<file path="config.mk">
export PLATFORM = sky130hd
export DESIGN_NAME = operand_fetch_stage
export DESIGN_NICKNAME = d
export VERILOG_FILES = /design/src/rtl/opf_pkg.sv /design/src/rtl/opf_regfile.sv /design/src/rtl/operand_fetch_stage.sv
export SDC_FILE = /design/constraint.sdc
export NUM_CORES = 1
export LEC_CHECK = 0
export CORE_MARGIN = 8
export CORE_UTILIZATION = 35
export DETAILED_ROUTE_END_ITERATION = 10
export PLACE_DENSITY_LB_ADDON = 0.12
export RECOVER_POWER = 50
export REMOVE_ABC_BUFFERS = 1
export SYNTH_ARGS = -nofsm -noshare
export SYNTH_HDL_FRONTEND = slang
export SYNTH_HIERARCHICAL = 1
export SYNTH_SLANG_ARGS = --single-unit
</file>
<file path="constraint.sdc">
create_clock -name clk_i -period 2.6 [get_ports clk_i]
set_clock_uncertainty 0.1 [all_clocks]
set_input_delay 0.26 -clock clk_i [delete_from_list [all_inputs] [get_ports clk_i]]
set_output_delay 0.26 -clock clk_i [all_outputs]
set_load 0.02 [all_outputs]
</file>
<file path="src/rtl/opf_pkg.sv">
// opf_pkg: shared constants and types for the operand-fetch stage.
//   DW/AW/NREG   operand width, register index width, register count
//   OP_*_POS     instruction field bit positions
//   instr_t      decoded view of a 12-bit instruction {op, rd, rs1, rs2}
//   OP_ZERO..OP_7 result-mux select codes carried unmodified to execute
package opf_pkg;

    localparam int unsigned DW   = 12;
    localparam int unsigned NREG = 8;
    localparam int unsigned AW   = 3;

    localparam int unsigned OP_MSB  = 11;
    localparam int unsigned OP_LSB  = 9;
    localparam int unsigned RD_MSB  = 8;
    localparam int unsigned RD_LSB  = 6;
    localparam int unsigned RS1_MSB = 5;
    localparam int unsigned RS1_LSB = 3;
    localparam int unsigned RS2_MSB = 2;
    localparam int unsigned RS2_LSB = 0;

    typedef struct packed {
        logic [2:0]    op;
        logic [AW-1:0] rd;
        logic [AW-1:0] rs1;
        logic [AW-1:0] rs2;
    } instr_t;

    localparam logic [2:0] OP_ZERO = 3'd0;
    localparam logic [2:0] OP_1    = 3'd1;
    localparam logic [2:0] OP_2    = 3'd2;
    localparam logic [2:0] OP_3    = 3'd3;
    localparam logic [2:0] OP_4    = 3'd4;
    localparam logic [2:0] OP_5    = 3'd5;
    localparam logic [2:0] OP_6    = 3'd6;
    localparam logic [2:0] OP_7    = 3'd7;

endpackage

</file>
<file path="src/rtl/opf_regfile.sv">
// opf_regfile: NREG x DW register file, two combinational read ports, one write port.
//   clk_i, rst_ni          clock, synchronous active-low reset (clears every register)
//   we_i/waddr_i/wdata_i   write port; writes to index 0 are dropped
//   raddr_a_i/rdata_a_o    read port A
//   raddr_b_i/rdata_b_o    read port B
// Index 0 always reads zero.
// Build option OPF_WB_BYPASS_EN: a read of the register being written this cycle returns the
// write data; otherwise it returns the pre-write contents.
module opf_regfile
    import opf_pkg::*;
(
    input  logic          clk_i,
    input  logic          rst_ni,
    input  logic          we_i,
    input  logic [AW-1:0] waddr_i,
    input  logic [DW-1:0] wdata_i,
    input  logic [AW-1:0] raddr_a_i,
    input  logic [AW-1:0] raddr_b_i,
    output logic [DW-1:0] rdata_a_o,
    output logic [DW-1:0] rdata_b_o
);

    logic [DW-1:0] regs_q [NREG];

    always_ff @(posedge clk_i) begin
        if (!rst_ni) begin
            for (int i = 0; i < NREG; i++) begin
                regs_q[i] <= '0;
            end
        end else if (we_i && (waddr_i != '0)) begin
            regs_q[waddr_i] <= wdata_i;
        end
    end

    always_comb begin
        rdata_a_o = (raddr_a_i == '0) ? '0 : regs_q[raddr_a_i];
        rdata_b_o = (raddr_b_i == '0) ? '0 : regs_q[raddr_b_i];
`ifdef OPF_WB_BYPASS_EN
        if (we_i && (waddr_i == raddr_a_i) && (raddr_a_i != '0)) rdata_a_o = wdata_i;
        if (we_i && (waddr_i == raddr_b_i) && (raddr_b_i != '0)) rdata_b_o = wdata_i;
`endif
    end

endmodule

</file>
<file path="src/rtl/operand_fetch_stage.sv">
// operand_fetch_stage: decode + operand fetch feeding the ID/EX pipeline register.
//   clk_i, rst_ni                    clock, synchronous active-low reset
//   instr_i/instr_valid_i/instr_ready_o  instruction in: [11:9] op, [8:6] rd, [5:3] rs1, [2:0] rs2
//   flush_i                          drop ID/EX contents and the current instruction
//   wb_en_i/wb_addr_i/wb_data_i      register write-back port
//   ex_valid_o/ex_ready_i            ID/EX handshake towards execute
//   ex_op_1_o, ex_op_2_o             fetched source operands
//   ex_sel_o                         result-mux select (opcode, unmodified)
//   ex_rd_o                          destination index carried to write-back
//   issue_cnt_o                      wrapping count of instructions accepted into ID/EX
// Build option OPF_WB_BYPASS_EN (in opf_regfile): same-cycle write-back forwards to operands.
module operand_fetch_stage
    import opf_pkg::*;
#(
    parameter int unsigned CNTW = 16
) (
    input  logic            clk_i,
    input  logic            rst_ni,
    input  logic [DW-1:0]   instr_i,
    input  logic            instr_valid_i,
    output logic            instr_ready_o,
    input  logic            flush_i,
    input  logic            wb_en_i,
    input  logic [AW-1:0]   wb_addr_i,
    input  logic [DW-1:0]   wb_data_i,
    output logic            ex_valid_o,
    input  logic            ex_ready_i,
    output logic [DW-1:0]   ex_op_1_o,
    output logic [DW-1:0]   ex_op_2_o,
    output logic [2:0]      ex_sel_o,
    output logic [AW-1:0]   ex_rd_o,
    output logic [CNTW-1:0] issue_cnt_o
);

    instr_t        instr;
    logic [DW-1:0] rs1_data, rs2_data;
    logic          accept;

    logic            ex_valid_q, ex_valid_d;
    logic [DW-1:0]   ex_op_1_q, ex_op_1_d;
    logic [DW-1:0]   ex_op_2_q, ex_op_2_d;
    logic [2:0]      ex_sel_q, ex_sel_d;
    logic [AW-1:0]   ex_rd_q, ex_rd_d;
    logic [CNTW-1:0] issue_cnt_q, issue_cnt_d;

    assign instr = instr_t'(instr_i);

    opf_regfile u_regfile (
        .clk_i     (clk_i),
        .rst_ni    (rst_ni),
        .we_i      (wb_en_i),
        .waddr_i   (wb_addr_i),
        .wdata_i   (wb_data_i),
        .raddr_a_i (instr.rs1),
        .raddr_b_i (instr.rs2),
        .rdata_a_o (rs1_data),
        .rdata_b_o (rs2_data)
    );

    assign instr_ready_o = !ex_valid_q || ex_ready_i;
    assign accept        = instr_valid_i && instr_ready_o && !flush_i;

    always_comb begin
        ex_valid_d  = ex_valid_q;
        ex_op_1_d   = ex_op_1_q;
        ex_op_2_d   = ex_op_2_q;
        ex_sel_d    = ex_sel_q;
        ex_rd_d     = ex_rd_q;
        issue_cnt_d = issue_cnt_q;
        if (flush_i) begin
            // Data fields hold; only the valid bit is killed.
            ex_valid_d = 1'b0;
        end else if (accept) begin
            ex_valid_d  = 1'b1;
            ex_op_1_d   = rs1_data;
            ex_op_2_d   = rs2_data;
            ex_sel_d    = instr.op;
            ex_rd_d     = instr.rd;
            issue_cnt_d = issue_cnt_q + CNTW'(1);
        end else if (ex_valid_q && ex_ready_i) begin
            ex_valid_d = 1'b0;
        end
    end

    always_ff @(posedge clk_i) begin
        if (!rst_ni) begin
            ex_valid_q  <= 1'b0;
            ex_op_1_q   <= '0;
            ex_op_2_q   <= '0;
            ex_sel_q    <= OP_ZERO;
            ex_rd_q     <= '0;
            issue_cnt_q <= '0;
        end else begin
            ex_valid_q  <= ex_valid_d;
            ex_op_1_q   <= ex_op_1_d;
            ex_op_2_q   <= ex_op_2_d;
            ex_sel_q    <= ex_sel_d;
            ex_rd_q     <= ex_rd_d;
            issue_cnt_q <= issue_cnt_d;
        end
    end

    assign ex_valid_o  = ex_valid_q;
    assign ex_op_1_o   = ex_op_1_q;
    assign ex_op_2_o   = ex_op_2_q;
    assign ex_sel_o    = ex_sel_q;
    assign ex_rd_o     = ex_rd_q;
    assign issue_cnt_o = issue_cnt_q;

endmodule

</file>
==> out/results.tsv <==
stage	metric	value	unit
status	outcome	complete, no violations	
routing	num_vias	4902	
min_path	worstHoldStart	instr_i[8]	
critical_path	r2r_start	ex_valid_o	
floorplan	die_area	23800	µm²
routing	drt-total-wl	19.4	mm
clock_tree	cts_buffers	17	
sta	layout_min_cycle_time	2170	ps
yosys	yosys.area.top_type_share	37.7	%
sta	drv_slew	0	
min_path	hp-class	input pin to flip-flop	
routing	ant_nets	0	
yosys	syn_avg_cell_area	11.5	µm²
cells_and_area	diodes	0	
yosys	ys.flop_type	edfxtp_1	
sta	hold_violations	0	
clock_tree	cts_tree	done	
critical_path	end_kind	flip-flop	
min_path	holdPathStages	3	
global_route	grt_max_degree	32	
routing	viasPerCell	5.32	
clock_tree	path_clk_slew	60	ps
yosys	synth_edf_count	84	
cells_and_area	area_delta_synth_final	23.1	%
cells_and_area	finalCoreUtilization	44.0	%
yosys	syn_area	6680	µm²
sta	max_freq	461	MHz
pwr	p_leak	2.88	nW
clock_tree	cts_buffer_depth	2	
pwr	p_total	5.23	mW
yosys	synth_most_common_cell	and2_1	
floorplan	io_pins	81	
floorplan	fp.dieH	154	µm
cells_and_area	final_nets	708	
critical_path	startpoint_type	input pin	
yosys	yosys_register_bits	131	
clock_tree	post_cts_buffers	0	
global_route	overflow	0	
clock_tree	cts_hold_buffers	0	
global_route	antenna_found_initial	0	
critical_path	ff2ff_path_depth	4	
sta	worstMarginPinSlew	1090	ps
yosys	ys_top_cells_by_count	91 x and2_1, 84 x edfxtp_1, 69 x nand2_1	
critical_path	critPathKind	input pin to flip-flop	
placed_design	port_buffers	80	
floorplan	start_util	35.7	%
placed_design	gp_congestion	0.798	
routing	drtIter0Drc	360	
clock_tree	clock_latency	420	ps
floorplan	rows	50	
pwr	ir_worst_vdd	495	µV
run	max-cap-violations	0	
floorplan	die_width	154	µm
critical_path	rrSetupSlack	800	ps
yosys	yosys_warnings	6	
floorplan	coreArea	18700	µm²
yosys	synth-async-reset-ratio	0	%
sta	relSlewSlack	27.6	%
critical_path	cp_max_fo	12	
global_route	grt_use_total	16.7	%
critical_path	r2r_end	issue_cnt_o[15]	
critical_path	crit_arrival	2100	ps
clock_tree	cts_root_buf	clkbuf_16	
routing	drt_pre_antenna_iters	5	
sta	rsz0062_at_grt	false	
routing	drc_errors	0	
yosys	synthCells	579	
yosys	synth_top_cell_by_area	edfxtp_1	
global_route	grt_pass1_wl	30.1	mm
cells_and_area	layout-drive-gt1-share	13.5	%
critical_path	cp.required	2540	ps
sta	tns	0	ps
sta	period_share	83.4	%
routing	wl_per_cell	21.1	µm
clock_tree	ctsResizeCount	0	
clock_tree	h-tree-depth	4	
pwr	power_density	636	nW/µm²
min_path	hold_path_end	ex_rd_o[2]	
sta	setup_viol_count_final	0	
placed_design	hpwl	12.8	mm
global_route	first_global_vias	5215	
clock_tree	cts.sinks	131	
yosys	synth_cell_types	48	
yosys	synth_area_leaders	edfxtp_1 38%, dfxtp_1 14%, and2_1 8.5%	
yosys	synth_seq_area_share	51.8	%
-- where the power goes --
| group | switching [mW] | leakage [nW] | internal [mW] |
|---|---|---|---|
| sequential | 0.0643 | 1.19 | 2.33 |
| combinational | 0.349 | 1.44 | 0.262 |
| clock | 0.923 | 0.249 | 1.30 |
| total | 1.34 | 2.88 | 3.89 |
-- cell type report --
type	count	area, µm²
inverters	2	7.51
fillers	1775	10500
clock inverters	14	115
flip-flops and latches	131	3460
multi-input cells	402	2900
repair buffers	120	1020
clock buffers	18	429
well taps	234	293
-- stage by stage --
stage	hold WS [ps]	setup WS, ps	cell area [µm²]	instances
after floorplan	233	680	6380	535
after global placement	341	327	7760	889
after detailed placement	348	311	7760	889
after CTS	271	509	8310	921
after global routing	295	313	8220	921
final	289	432	8220	921
-- registers in the layout, indices dropped and copies added (netlist names) --
| register | cells |
|---|---|
| ex_rd_o | 3 |
| ex_op_2_o | 12 |
| issue_cnt_o | 16 |
| ex_valid_o | 1 |
| u_regfile/regs_q | 84 |
| ex_sel_o | 3 |
| ex_op_1_o | 12 |
-- cell families (layout without fill, tap and decap cells) --
family	Yosys count	after routing	share of synthesized area, %
buf+inv	46	154	4.66
xor+xnor	6	6	0.786
fa+ha+maj	1	1	0.187
mux	60	60	9.83
simple gates	219	219	18.5
flops	131	131	51.8
compound gates	116	116	14.2
-- per-layer routing --
| layer | up-vias | global-route usage, % | wire (µm) |
|---|---|---|---|
| li1 | 2331 | - | - |
| met1 | 2402 | 21.0 | 8780 |
| met2 | 144 | 27.4 | 9190 |
| met3 | 25 | 3.93 | 1170 |
| met4 | 0 | 6.07 | 273 |
| met5 | - | 0 | 0 |
-- worst max-delay path: stages --
cell and delay (ps):
dlygate4sd3_1 570, clkbuf_1 290, o21ai_0 150, clkbuf_1 820
-- worst max-delay path by stage --
stage            startpoint                endpoint  slack, ps
2_1_floorplan  wb_addr_i[1]  u_regfile/regs_q[1][0]        680
3_3_place_gp     instr_i[3]            ex_op_1_o[8]        330
3_5_place_dp     instr_i[3]            ex_op_1_o[7]        310
4_1_cts          ex_valid_o           instr_ready_o        510
5_1_grt              rst_ni  u_regfile/regs_q[5][4]        310
6_report             rst_ni  u_regfile/regs_q[5][4]        430
-- cells in the final DEF (no fill, tap or decap), types with 15 or more instances in the layout --
cell type        synthesis  routed
dfxtp_1                 47      47
mux2_1                  15      15
nand2_1                 69      69
and2_1                  91      51
clkbuf_16                0      17
a221oi_2                23      23
and2_0                   0      40
clkbuf_1                10      19
mux2i_1                 36      36
buf_4                    4      21
clkdlybuf4s50_1          0      76
a21oi_1                 40      40
edfxtp_1                84      84
Power figures use the tool's default switching activity.
